===== config.mk =====
export PLATFORM = sky130hd
export DESIGN_NAME = layer2_window_fetch
export DESIGN_NICKNAME = d
export VERILOG_FILES = /design/src/rtl/layer2_window_fetch.sv
export SDC_FILE = /design/constraint.sdc
export NUM_CORES = 1
export LEC_CHECK = 0
export BUFFER_PORTS_ARGS = -buffer_cell sky130_fd_sc_hd__clkbuf_2
export CELL_PAD_IN_SITES_DETAIL_PLACEMENT = 2
export CELL_PAD_IN_SITES_GLOBAL_PLACEMENT = 2
export CORE_UTILIZATION = 24
export CTS_BUF_LIST = sky130_fd_sc_hd__clkbuf_16
export DETAILED_ROUTE_END_ITERATION = 8
export PLACE_DENSITY_LB_ADDON = 0.2
export SYNTH_ARGS = -nofsm -noshare
export SYNTH_HDL_FRONTEND = slang
export SYNTH_SLANG_ARGS = --single-unit

===== constraint.sdc =====
create_clock -name clk -period 9.15 [get_ports clk]
set_input_delay 1.3725 -clock clk [delete_from_list [all_inputs] [get_ports clk]]
set_output_delay 1.3725 -clock clk [all_outputs]
set_load 0.01 [all_outputs]

===== src/rtl/layer2_window_fetch.sv =====
// rtl/layer2_window_fetch.sv - layer-2 3x3 window fetch, two taps per beat over 8 pooled channels
`timescale 1ns/1ps
module layer2_window_fetch #(
    parameter int IN_DIM     = 14,
    parameter int K          = 3,
    parameter int ROW_STRIDE = 56,
    parameter int COL_STRIDE = 2,
    parameter int CH         = 8
) (
    input  logic            clk,
    input  logic            rst,
    input  logic            start,
    output logic            busy,
    output logic            done,
    input  logic            win_ready,
    output logic            mem_load,
    output logic [9:0]      mem_addr1,
    output logic [9:0]      mem_addr2,
    input  logic [8*CH-1:0] mem_rd1,
    input  logic [8*CH-1:0] mem_rd2,
    output logic            beat_valid,
    output logic            beat_first,
    output logic            beat_last,
    output logic            b_valid,
    output logic [3:0]      tap_idx_a,
    output logic [3:0]      tap_idx_b,
    output logic [3:0]      win_row,
    output logic [3:0]      win_col,
    output logic [8*CH-1:0] tap_a,
    output logic [8*CH-1:0] tap_b
);
    localparam int         OUT_DIM   = IN_DIM - K + 1;
    localparam logic [3:0] LAST_POS  = 4'(OUT_DIM - 1);
    localparam logic [2:0] LAST_BEAT = 3'd4;
    localparam logic [9:0] ROW_W     = 10'(ROW_STRIDE);
    localparam logic [9:0] COL_W     = 10'(COL_STRIDE);

    typedef enum logic [1:0] {S_IDLE, S_WAIT, S_ISSUE, S_DRAIN} state_t;

    state_t     state, state_n;
    logic [3:0] r, c, r_n, c_n;
    logic [2:0] beat, beat_n;
    logic [3:0] ka, ka_n, kb, kb_n;
    logic       issue;

    function automatic logic [9:0] tap_addr(input logic [3:0] rr, input logic [3:0] cc,
                                            input logic [3:0] k);
        logic [9:0] i, j;
        i = {6'd0, k} / 10'd3;
        j = {6'd0, k} % 10'd3;
        return ROW_W * ({6'd0, rr} + i) + COL_W * ({6'd0, cc} + j);
    endfunction

    assign tap_a = mem_rd1;
    assign tap_b = mem_rd2;
    assign issue = (state == S_ISSUE);

    // Beat b carries taps (2b, 2b+1); the odd fifth beat re-reads tap 8 on port b
    assign ka   = {1'b0, beat, 1'b0};
    assign kb   = (beat == LAST_BEAT) ? 4'd8 : ka + 4'd1;
    assign ka_n = {1'b0, beat_n, 1'b0};
    assign kb_n = (beat_n == LAST_BEAT) ? 4'd8 : ka_n + 4'd1;

    always_comb begin
        state_n = state;
        r_n     = r;
        c_n     = c;
        beat_n  = beat;
        case (state)
            S_IDLE: begin
                if (start && !busy) begin
                    state_n = S_WAIT;
                    r_n     = 4'd0;
                    c_n     = 4'd0;
                end
            end
            S_WAIT: begin
                if (win_ready) begin
                    state_n = S_ISSUE;
                    beat_n  = 3'd0;
                end
            end
            S_ISSUE: begin
                if (beat == LAST_BEAT) begin
                    if (r == LAST_POS && c == LAST_POS) begin
                        state_n = S_DRAIN;
                    end else begin
                        state_n = S_WAIT;
                        if (c == LAST_POS) begin
                            c_n = 4'd0;
                            r_n = r + 4'd1;
                        end else begin
                            c_n = c + 4'd1;
                        end
                    end
                end else begin
                    beat_n = beat + 3'd1;
                end
            end
            S_DRAIN: state_n = S_IDLE;
            default: state_n = S_IDLE;
        endcase
    end

    // Memory strobe/addresses are registered from next-state so they land in the issue cycle;
    // the beat sideband is registered from the issue cycle so it lines up with read data.
    always_ff @(posedge clk or posedge rst) begin
        if (rst) begin
            state      <= S_IDLE;
            r          <= 4'd0;
            c          <= 4'd0;
            beat       <= 3'd0;
            busy       <= 1'b0;
            done       <= 1'b0;
            mem_load   <= 1'b0;
            mem_addr1  <= 10'd0;
            mem_addr2  <= 10'd0;
            beat_valid <= 1'b0;
            beat_first <= 1'b0;
            beat_last  <= 1'b0;
            b_valid    <= 1'b0;
            tap_idx_a  <= 4'd0;
            tap_idx_b  <= 4'd0;
            win_row    <= 4'd0;
            win_col    <= 4'd0;
        end else begin
            state      <= state_n;
            r          <= r_n;
            c          <= c_n;
            beat       <= beat_n;
            busy       <= (state_n != S_IDLE) || (state == S_DRAIN);
            done       <= (state == S_DRAIN);
            mem_load   <= (state_n == S_ISSUE);
            mem_addr1  <= (state_n == S_ISSUE) ? tap_addr(r_n, c_n, ka_n) : 10'd0;
            mem_addr2  <= (state_n == S_ISSUE) ? tap_addr(r_n, c_n, kb_n) : 10'd0;
            beat_valid <= issue;
            beat_first <= issue && (beat == 3'd0);
            beat_last  <= issue && (beat == LAST_BEAT);
            b_valid    <= issue && (beat != LAST_BEAT);
            tap_idx_a  <= issue ? ka : 4'd0;
            tap_idx_b  <= issue ? kb : 4'd0;
            if (issue) begin
                win_row <= r;
                win_col <= c;
            end
        end
    end
endmodule


==> impl_results.md, run 1 <==
- Fin nets: 660
- Clock Tree Buf Depth: 2
- Share of the synthesized area in the top cell type: 25.6%
- Hold WC Path Type: reg -> reg
- Proportion of synthesized area in mux cells: 3.06%
- First-pass GRT wire length: 20,300 um
- Setup CP Type: reg -> reg
- Crit-path slowest cell: ha_1
- Mapped Cells: 545
- Worst-path clk slew: 0.07 ns
- DPL Wire Length: 10,400 um
- Peak per-stage delay on the critical path: 0.77 ns
- Die height: 146 um
- Die Footprint: 21,400 um^2
- Slew HR: 21.3%
- Largest net degree at the start of global routing: 52
- Post-synthesis simple-gate area fraction: 9.73%
- Setup Viol. Count Final: 0
- Post-Syn Area: 4990 um^2
- Synth Area in XOR/XNOR: 6.67%
- Final min period: 7.58 ns
- Clock sinks: 51
- Worst EP required: 9.32 ns
- WL final: 12,500 um
- Synth Register Bits: 51
- Post-CTS Resized: 0
- CP Launch Type: register
- Post-synth EDFFs: 0
- Async set-reset flop share out of synthesis: 100%
- Element type at the critical path end: register
- Diodes inserted: 0
- Post-synthesis sequential area ratio: 25.6%
- FP Rows: 52
- Core Area: 20,300 um^2
- Avg Cell Area, Syn: 9.15 um^2
- P&R area growth vs syn: -5.47%
- Final count of pins violating max slew: 0
- Setup tns final: 0 ns
- CTS buffer count: 5
- Arrival time worst endpoint: 7.75 ns
- CTS Root Cell: clkbuf_16
- CTS H-tree lvls: 2
- Iter 0 DRT Violations: 60
- Max Cap Viol: 0
- Number of global-route vias before repair: 3,671
- Period utilisation layout: 82.8%
- Via count: 3,231
- Vias per cell: 4.41
- Hold Buf Count CTS: 0
- Yosys warning count: 0
- Post-synthesis compound-gate area fraction: 12.2%
- Final Hold Vio Count: 0
- First-pass DRT Iterations: 4
- Drt wl/cell: 17.1 um
- Final Skew: 0.00628 ns
- Crit path max fanout: 22
- Global placement routability congestion: 0.788
- Clock insertion delay at the later pin of the skew report: 0.31 ns
- Worst Max-Slew Pin Slew: 1.17 ns
- Share of cells above drive strength 1: 15.8%
- Main combinational cell family by area after synthesis: buffers and inverters
- Initial antenna violation count: 0
- DRC: 0
- Status: finished, final reports clean
- Cell variety after synth: 52
- TritonCTS clock tree: done
- Unrepaired setup endpoints after global routing: no
- Setup bufs post-CTS: 0
- IO Count: 303
- Max Freq: 132 MHz
- Post-synth top area cell: dfrtp_1
- Top FF cell, synth: dfrtp_1
- Routed Antenna Nets: 0
- Die Wd: 146 um
- Layout fillers: 2,328
- Starting Density: 24.6%
- Remaining global-route overflow: 0
- IO Port Bufs: 43
- Post-synthesis adder-cell area fraction: 18.8%
- Ranking of synthesized cells by area: dfrtp_1 (26%), buf_4 (20%), ha_1 (14%)
- GRT Util Overall: 12.3%
synth_stat cells, types with 4 or more instances:
cell / n
inv_1: 44
a21o_1: 20
buf_4: 134
dfrtp_1: 51
mux2i_1: 4
and2_1: 9
o21ai_0: 17
nand2b_1: 7
nor3_1: 6
nand2_1: 28
ha_1: 54
nor2_1: 27
xor2_1: 14
nor2b_1: 6
xnor2_1: 24
a21oi_1: 27
nand3_1: 4
o21a_1: 4
mux2_2: 10
fa_1: 13
critical path, delay by kind of cell (launching register included):
family,cells,cell delay (ns)
AO/OA/AOI/OAI,5,1.12
flip-flops,1,0.44
AND/OR/NAND/NOR,4,0.74
buffers and inverters,6,0.60
adder cells (fa/ha/maj),9,3.46
XOR/XNOR,4,1.06
cells in the final DEF, fill, tap and decap left out, types with 3 or more instances in the layout:
master / netlist / layout
xnor2_1: 24 / 24
ha_1: 54 / 54
mux2_2: 10 / 10
inv_1: 44 / 43
mux2i_1: 4 / 4
conb_1: 1 / 3
o21a_1: 4 / 4
and2_1: 9 / 9
clkbuf_2: 0 / 43
dfrtp_1: 51 / 51
nor2b_1: 6 / 6
nand2b_1: 7 / 7
nor2_1: 27 / 27
a21o_1: 20 / 20
xor2_1: 14 / 14
nand2_1: 28 / 28
buf_4: 134 / 3
o21ai_0: 17 / 17
clkbuf_16: 0 / 5
nand3_1: 4 / 4
fa_1: 13 / 13
nor3_1: 6 / 6
a21oi_1: 27 / 27
registers in the layout, summed over array words and instances, names as in the netlist, 2 cells and up:
signal and flops:
beat 3, c 4, mem_addr1 9, mem_addr2 9
r 4, state 2, tap_idx_a 2, tap_idx_b 3
win_col 4, win_row 4
stage by stage:
stage / utilization, % / setup slack (ns) / instance area [um^2] / hold WS [ns] / cells
2_1_floorplan: - / 2.27 / 5000 / 0.468 / 547
3_3_place_gp: 22.4 / 1.63 / 4540 / 0.494 / 724
3_5_place_dp: 22.4 / 1.33 / 4540 / 0.502 / 724
4_1_cts: 23.2 / 1.45 / 4720 / 0.520 / 732
5_1_grt: 23.2 / 0.842 / 4720 / 0.547 / 732
6_report: 23.2 / 1.57 / 4720 / 0.514 / 732
final timing paths:
check / startpoint / endpoint / slack [ns] / cells after the start
worst max-delay path: state[0]$_DFF_PP0_ / mem_addr2[9]$_DFF_PP0_ / 1.57 / 28
worst min-delay path: win_col[0]$_DFFE_PP0P_ / win_col[0]$_DFFE_PP0P_ / 0.51 / 1
worst max register to register: state[0]$_DFF_PP0_ / mem_addr2[9]$_DFF_PP0_ / 1.57 / 28
worst min register to register: win_col[0]$_DFFE_PP0P_ / win_col[0]$_DFFE_PP0P_ / 0.51 / 1
max in group asynchronous: rst / mem_addr2[9]$_DFF_PP0_ / 7.44 / 3
min in group asynchronous: rst / mem_addr1[8]$_DFF_PP0_ / 1.22 / 3
cell families after synthesis:
logic type | Yosys count
buffers and inverters | 183
AND/OR/NAND/NOR | 99
AO/OA/AOI/OAI | 92
adder cells (fa/ha/maj) | 67
flip-flops | 51
XOR/XNOR | 38
multiplexers | 14
other | 1
final cells by class:
type                    instances  area, um^2  share of cell area [%]
flip-flops and latches         51        1280                    27.1
clock buffers                   5         125                    2.65
inverters                      44         165                    3.50
multi-input cells             313        2530                    53.6
repair buffers                 46         238                    5.04
well taps                     270         338                    7.16
clock inverters                 3        46.3                   0.982
per-layer routing:
metal  global-route usage [%]  up-vias  wire, um
met5                        0        -         0
met4                     5.47        0       418
met3                     3.34       35       633
met2                     23.0      100      6660
met1                     12.6     1607      4800
li1                         -     1489         -
Power of run 1 is not shown: default switching activity piles up to over one toggle a cycle in this logic, so the estimate is an artifact.
==> inputs of run 2 (changes only) <==
- clock period: 9.15 -> 7 ns (I/O delays scaled with it)
==> run 2 against run 1 <==
  * Sequential share of layout area decreased by 0.96 points
  * Utilization rose by 0.85 points
  * Flip-flop and latch count unchanged
  * Wire length increased by 1.0%
  * Largest cell class unchanged
  * Die area stayed put
  * Worst hold slack got worse by 0.0013 ns
==> impl_results.md, run 2 (synthesis results as in run 1) <==
- IO Count: 303
- FP Rows: 52
- CTS buffer count: 5
- Via count: 3,277
- Final count of pins violating max slew: 0
- Routed Antenna Nets: 0
- Period utilisation layout: 92.6%
- Status: finished, final reports clean
- Fin nets: 680
- Most common cell on crit path: inv_1
- Clock sinks: 51
- Iter 0 DRT Violations: 74
- Final Hold Vio Count: 0
- Post-Place Cells: 744
- Die height: 146 um
- Die Wd: 146 um
- Hold Buf Count CTS: 0
- Final min period: 6.48 ns
- Setup bufs post-CTS: 0
- Setup Viol. Count Final: 0
- TritonCTS clock tree: done
- Commonest non-fill, non-tap cell in the layout: ha_1
- Share of cells above drive strength 1: 20.1%
- Max Cap Viol: 0
- Fin util: 24.1%
- Clock insertion delay at the later pin of the skew report: 0.31 ns
- Final instance count without filler cells: 752
- WL final: 12,600 um
- Largest net degree at the start of global routing: 52
- CTS Root Cell: clkbuf_16
- Global placement routability congestion: 0.768
- First-pass GRT wire length: 20,300 um
- Clock Tree Buf Depth: 2
- Setup CP Type: reg -> reg
- Slew HR: 48.4%
- Vias per cell: 4.36
- Setup tns final: 0 ns
- Starting Density: 24.6%
- Crit path max fanout: 9
- Worst EP required: 7.20 ns
- GRT Util Overall: 12.4%
- Remaining global-route overflow: 0
- Number of global-route vias before repair: 3,697
- Diodes inserted: 0
- DRC: 0
- Element type at the critical path end: register
- Worst Max-Slew Pin Slew: 0.766 ns
- Post-DP Area: 4690 um^2
- Hold WC Path Type: reg -> reg
- Biggest regs: mem_addr1 (9), mem_addr2 (9)
- Die Footprint: 21,400 um^2
- Initial antenna violation count: 0
- Worst-path clk slew: 0.08 ns
- CTS H-tree lvls: 2
- Drt wl/cell: 16.8 um
- Arrival time worst endpoint: 6.68 ns
- Core Area: 20,300 um^2
- P&R area growth vs syn: -2.01%
- IO Port Bufs: 43
- First-pass DRT Iterations: 4
- Final Skew: 0.0103 ns
- Commonest cells after routing, fill and taps aside: ha_1 (53), dfrtp_1 (51), inv_1 (43), clkbuf_2 (43), nand2_1 (28)
- CP Launch Type: register
- Post-CTS Resized: 0
- Max Freq: 154 MHz
- Crit-path slowest cell: fa_1
- Unrepaired setup endpoints after global routing: no
- DPL Wire Length: 10,700 um
- Peak per-stage delay on the critical path: 0.54 ns
- Final instance area: 4890 um^2
==> run 2: cell type report <==
cell class / count / area (um^2)
Fill cell: 2330 / 15400
Inverter: 44 / 165
Sequential cell: 51 / 1280
Timing Repair Buffer: 66 / 388
Multi-Input combinational cell: 313 / 2550
Tap cell: 270 / 338
Clock inverter: 3 / 46.3
Clock buffer: 5 / 125
==> run 2: path summary, 6_finish.rpt <==
| path | slack [ns] | endpoint | from | depth (start not counted) |
|---|---|---|---|---|
| min reg2reg | 0.51 | win_col[3]$_DFFE_PP0P_ | win_col[3]$_DFFE_PP0P_ | 1 |
| max reg2reg | 0.52 | mem_addr1[9]$_DFF_PP0_ | state[0]$_DFF_PP0_ | 28 |
| min in group asynchronous | 0.91 | mem_addr1[7]$_DFF_PP0_ | rst | 3 |
| max in group asynchronous | 5.61 | mem_load$_DFF_PP0_ | rst | 3 |
| max | 0.52 | mem_addr1[9]$_DFF_PP0_ | state[0]$_DFF_PP0_ | 28 |
| min | 0.51 | win_col[3]$_DFFE_PP0P_ | win_col[3]$_DFFE_PP0P_ | 1 |
==> run 2: metrics by stage <==
| stage | setup WS (ns) | hold WS (ns) |
|---|---|---|
| final | 0.520 | 0.512 |
| after global routing | 0.00981 | 0.529 |
| after CTS | 0.333 | 0.522 |
| after detailed placement | 0.156 | 0.505 |
| after global placement | 0.284 | 0.493 |
| after floorplan | 0.442 | 0.468 |
==> run 2: critical path, delay by kind of cell, from the launching register on <==
family                     cells  cell delay, ns
adders and majority gates     10            3.32
AOI/OAI and AO/OA              4            0.95
buffers and inverters          7            0.63
xor gates and xnor gates       3            0.56
and+or+nand+nor                4            0.47
DFF                            1            0.45
==> run 2: routing by layer <==
layer  vias up  part of all wire [%]  track usage [%]
met3        36                   4.9             3.25
li1       1532                     -                -
met4         0                   3.9             6.35
met1      1604                    39             13.2
met2       105                    52             22.3
met5         -                     0                0
Power of run 2 is left out for the same reason.
==> inputs of run 3 (changes only) <==
- ABC_AREA: not set -> 1
- CORE_ASPECT_RATIO: not set -> 2
- CORE_MARGIN: not set -> 1
- CORE_UTILIZATION: 24 -> 23
==> run 3 against run 2 <==
  * Clock skew is 0.0058 ns higher
  * Sequential share of layout area is 0.067 points lower
  * Utilization is 1.9 points lower
  * Wire length is 17% higher
  * Clock-buffer cell count stayed put
  * Highest routed layer unchanged
==> impl_results.md, run 3 <==
- Status: finished, final reports clean
- Final Skew: 0.0161 ns
- Initial antenna violation count: 0
- Post-synth EDFFs: 0
- Die Footprint: 23,000 um^2
- Most common cell on crit path: inv_1
- Core Area: 22,100 um^2
- Global placement routability congestion: 0.755
- Post-synth top area cell: dfrtp_1
- WL final: 14,800 um
- Worst EP required: 7.19 ns
- LEAKAGE: 2.85 nW
- Vias per cell: 4.38
- TritonCTS clock tree: done
- Commonest non-fill, non-tap cell in the layout: inv_1
- Clock Tree Buf Depth: 2
- Worst Max-Slew Pin Slew: 0.706 ns
- Top FF cell, synth: dfrtp_1
- Die height: 214 um
- Post-synthesis sequential area ratio: 24.8%
- Final min period: 6.41 ns
- CTS H-tree lvls: 2
- P_sw: 0.000540 W
- First-pass DRT Iterations: 4
- Final instance area: 4900 um^2
- Total power: 0.00128 W
- Max Freq: 156 MHz
- FP Rows: 77
- DRC: 0
- Final instance count without filler cells: 836
- Clock insertion delay at the later pin of the skew report: 0.31 ns
- Unrepaired setup endpoints after global routing: no
- Post-Place Cells: 828
- Post-CTS Resized: 0
- CTS Root Cell: clkbuf_16
- Hold Buf Count CTS: 0
- Comb power frac: 45.7%
- Final Hold Vio Count: 0
- Clock share of power: 26.0%
- Yosys warning count: 0
- Largest net degree at the start of global routing: 52
- Async set-reset flop share out of synthesis: 100%
- Starting Density: 23.4%
- Number of global-route vias before repair: 4,282
- Clock sinks: 51
- Post-Syn Area: 5150 um^2
- Arrival time worst endpoint: 6.60 ns
- Peak per-stage delay on the critical path: 0.55 ns
- Via count: 3,659
- Hold WC Path Type: reg -> reg
- Element type at the critical path end: register
- First-pass GRT wire length: 23,100 um
- Commonest cells post-synth: buf_4 (133), inv_1 (93), nand2_1 (88), nor2_1 (57), ha_1 (54)
- Remaining global-route overflow: 0
- Share of the synthesized area in the top cell type: 24.8%
- Ranking of synthesized cells by area: dfrtp_1 (25%), buf_4 (19%), ha_1 (13%)
- Switching part of the total power: 42.4%
- Final count of pins violating max slew: 0
- Fin nets: 758
- Diodes inserted: 0
- Share of cells above drive strength 1: 17.7%
- Most frequent cell after synthesis: buf_4
- Setup bufs post-CTS: 0
- Worst vdd ir: 105 uV
- Biggest regs: mem_addr1 (9), mem_addr2 (9)
- Die Wd: 108 um
- Int Pwr: 0.000735 W
- Setup tns final: 0 ns
- Crit-path slowest cell: fa_1
- Slew HR: 52.4%
- GRT Util Overall: 13.7%
- Max Cap Viol: 0
- CP Launch Type: register
- CTS buffer count: 5
- Power Density: 260 nW/um^2
- Setup Viol. Count Final: 0
- Post-DP Area: 4710 um^2
- Avg Cell Area, Syn: 8.03 um^2
- Setup CP Type: reg -> reg
- P&R area growth vs syn: -4.90%
- Drt wl/cell: 17.7 um
- IO Port Bufs: 43
- Worst-path clk slew: 0.08 ns
- Routed Antenna Nets: 0
- Crit path max fanout: 10
- Period utilisation layout: 91.5%
- Iter 0 DRT Violations: 54
- Commonest cells after routing, fill and taps aside: inv_1 (93), nand2_1 (88), nor2_1 (57)
- DPL Wire Length: 12,600 um
- Fin util: 22.2%
- Mapped Cells: 642
- Sequential Power Share: 28.3%
- IO Count: 303
- Cell variety after synth: 46
- Synth Register Bits: 51
## run 3: changes by cell type in the layout (fill, tap and decap cells not counted), moves of 13 or more
cell	change
nand2_1	+60
nor2_1	+30
nand2_2	+15
inv_1	+50
a21o_1	-16
buf_4	-20
xnor2_1	-13
## run 3: area by class of cell
cell class | instances | area, um^2
Clock buffer | 5 | 125
Clock inverter | 3 | 63.8
Fill cell | 2534 | 17200
Inverter | 101 | 379
Multi-Input combinational cell | 354 | 2470
Sequential cell | 51 | 1280
Tap cell | 276 | 345
Timing Repair Buffer | 46 | 238
## run 3: per-layer routing
metal	vias up	global-route usage [%]	routed length, um
met1	1752	10.1	4170
met2	132	29.2	9000
li1	1676	-	-
met5	-	0	0
met3	99	1.88	684
met4	0	10.3	951
## run 3: critical path, delay by kind of cell, from the launching register on
family / cells / cell delay, ns
adder cells (fa/ha/maj): 9 / 2.95
AND/OR/NAND/NOR: 11 / 1.61
buffers and inverters: 7 / 0.63
flip-flops: 1 / 0.42
XOR/XNOR: 2 / 0.41
AO/OA/AOI/OAI: 2 / 0.25
## run 3: metrics by stage
| step | setup slack [ns] | hold WS, ns |
|---|---|---|
| 6_report | 0.592 | 0.472 |
| 5_1_grt | 0.118 | 0.512 |
| 4_1_cts | 0.506 | 0.484 |
| 3_5_place_dp | 0.216 | 0.466 |
| 3_3_place_gp | 0.359 | 0.458 |
| 2_1_floorplan | 1.02 | 0.477 |
## run 3: final timing paths
kind / startpoint / slack, ns / cells past startpoint / to
worst max register to register: state[0]$_DFF_PP0_ / 0.59 / 31 / mem_addr2[8]$_DFF_PP0_
worst min register to register: win_row[3]$_DFFE_PP0P_ / 0.47 / 2 / win_row[3]$_DFFE_PP0P_
max in group asynchronous: rst / 5.60 / 3 / tap_idx_b[1]$_DFF_PP0_
min in group asynchronous: rst / 0.90 / 3 / win_row[2]$_DFFE_PP0P_
worst max-delay path: state[0]$_DFF_PP0_ / 0.59 / 31 / mem_addr2[8]$_DFF_PP0_
worst min-delay path: win_row[3]$_DFFE_PP0P_ / 0.47 / 2 / win_row[3]$_DFFE_PP0P_
## run 3: cells by family after synthesis
group | Yosys count | share of synthesized area (%)
compound gates | 55 | 6.60
xor+xnor | 24 | 4.22
fa+ha+maj | 67 | 18.2
buf+inv | 239 | 27.4
flops | 51 | 24.8
other cells | 1 | 0.0728
simple gates | 205 | 18.8
## run 3: power groups by stage
| stage | combinational, W | clock, W | sequential, W |
|---|---|---|---|
| after detailed placement | 0.000606 | 0 | 0.000368 |
| after floorplan | 0.000476 | 0 | 0.000376 |
| after global placement | 0.000591 | 0 | 0.000367 |
| after global routing | 0.000674 | 0.000357 | 0.000367 |
| after CTS | 0.000611 | 0.000346 | 0.000362 |
| final | 0.000582 | 0.000332 | 0.000361 |
No activity file was read; power rests on OpenSTA's default activity.
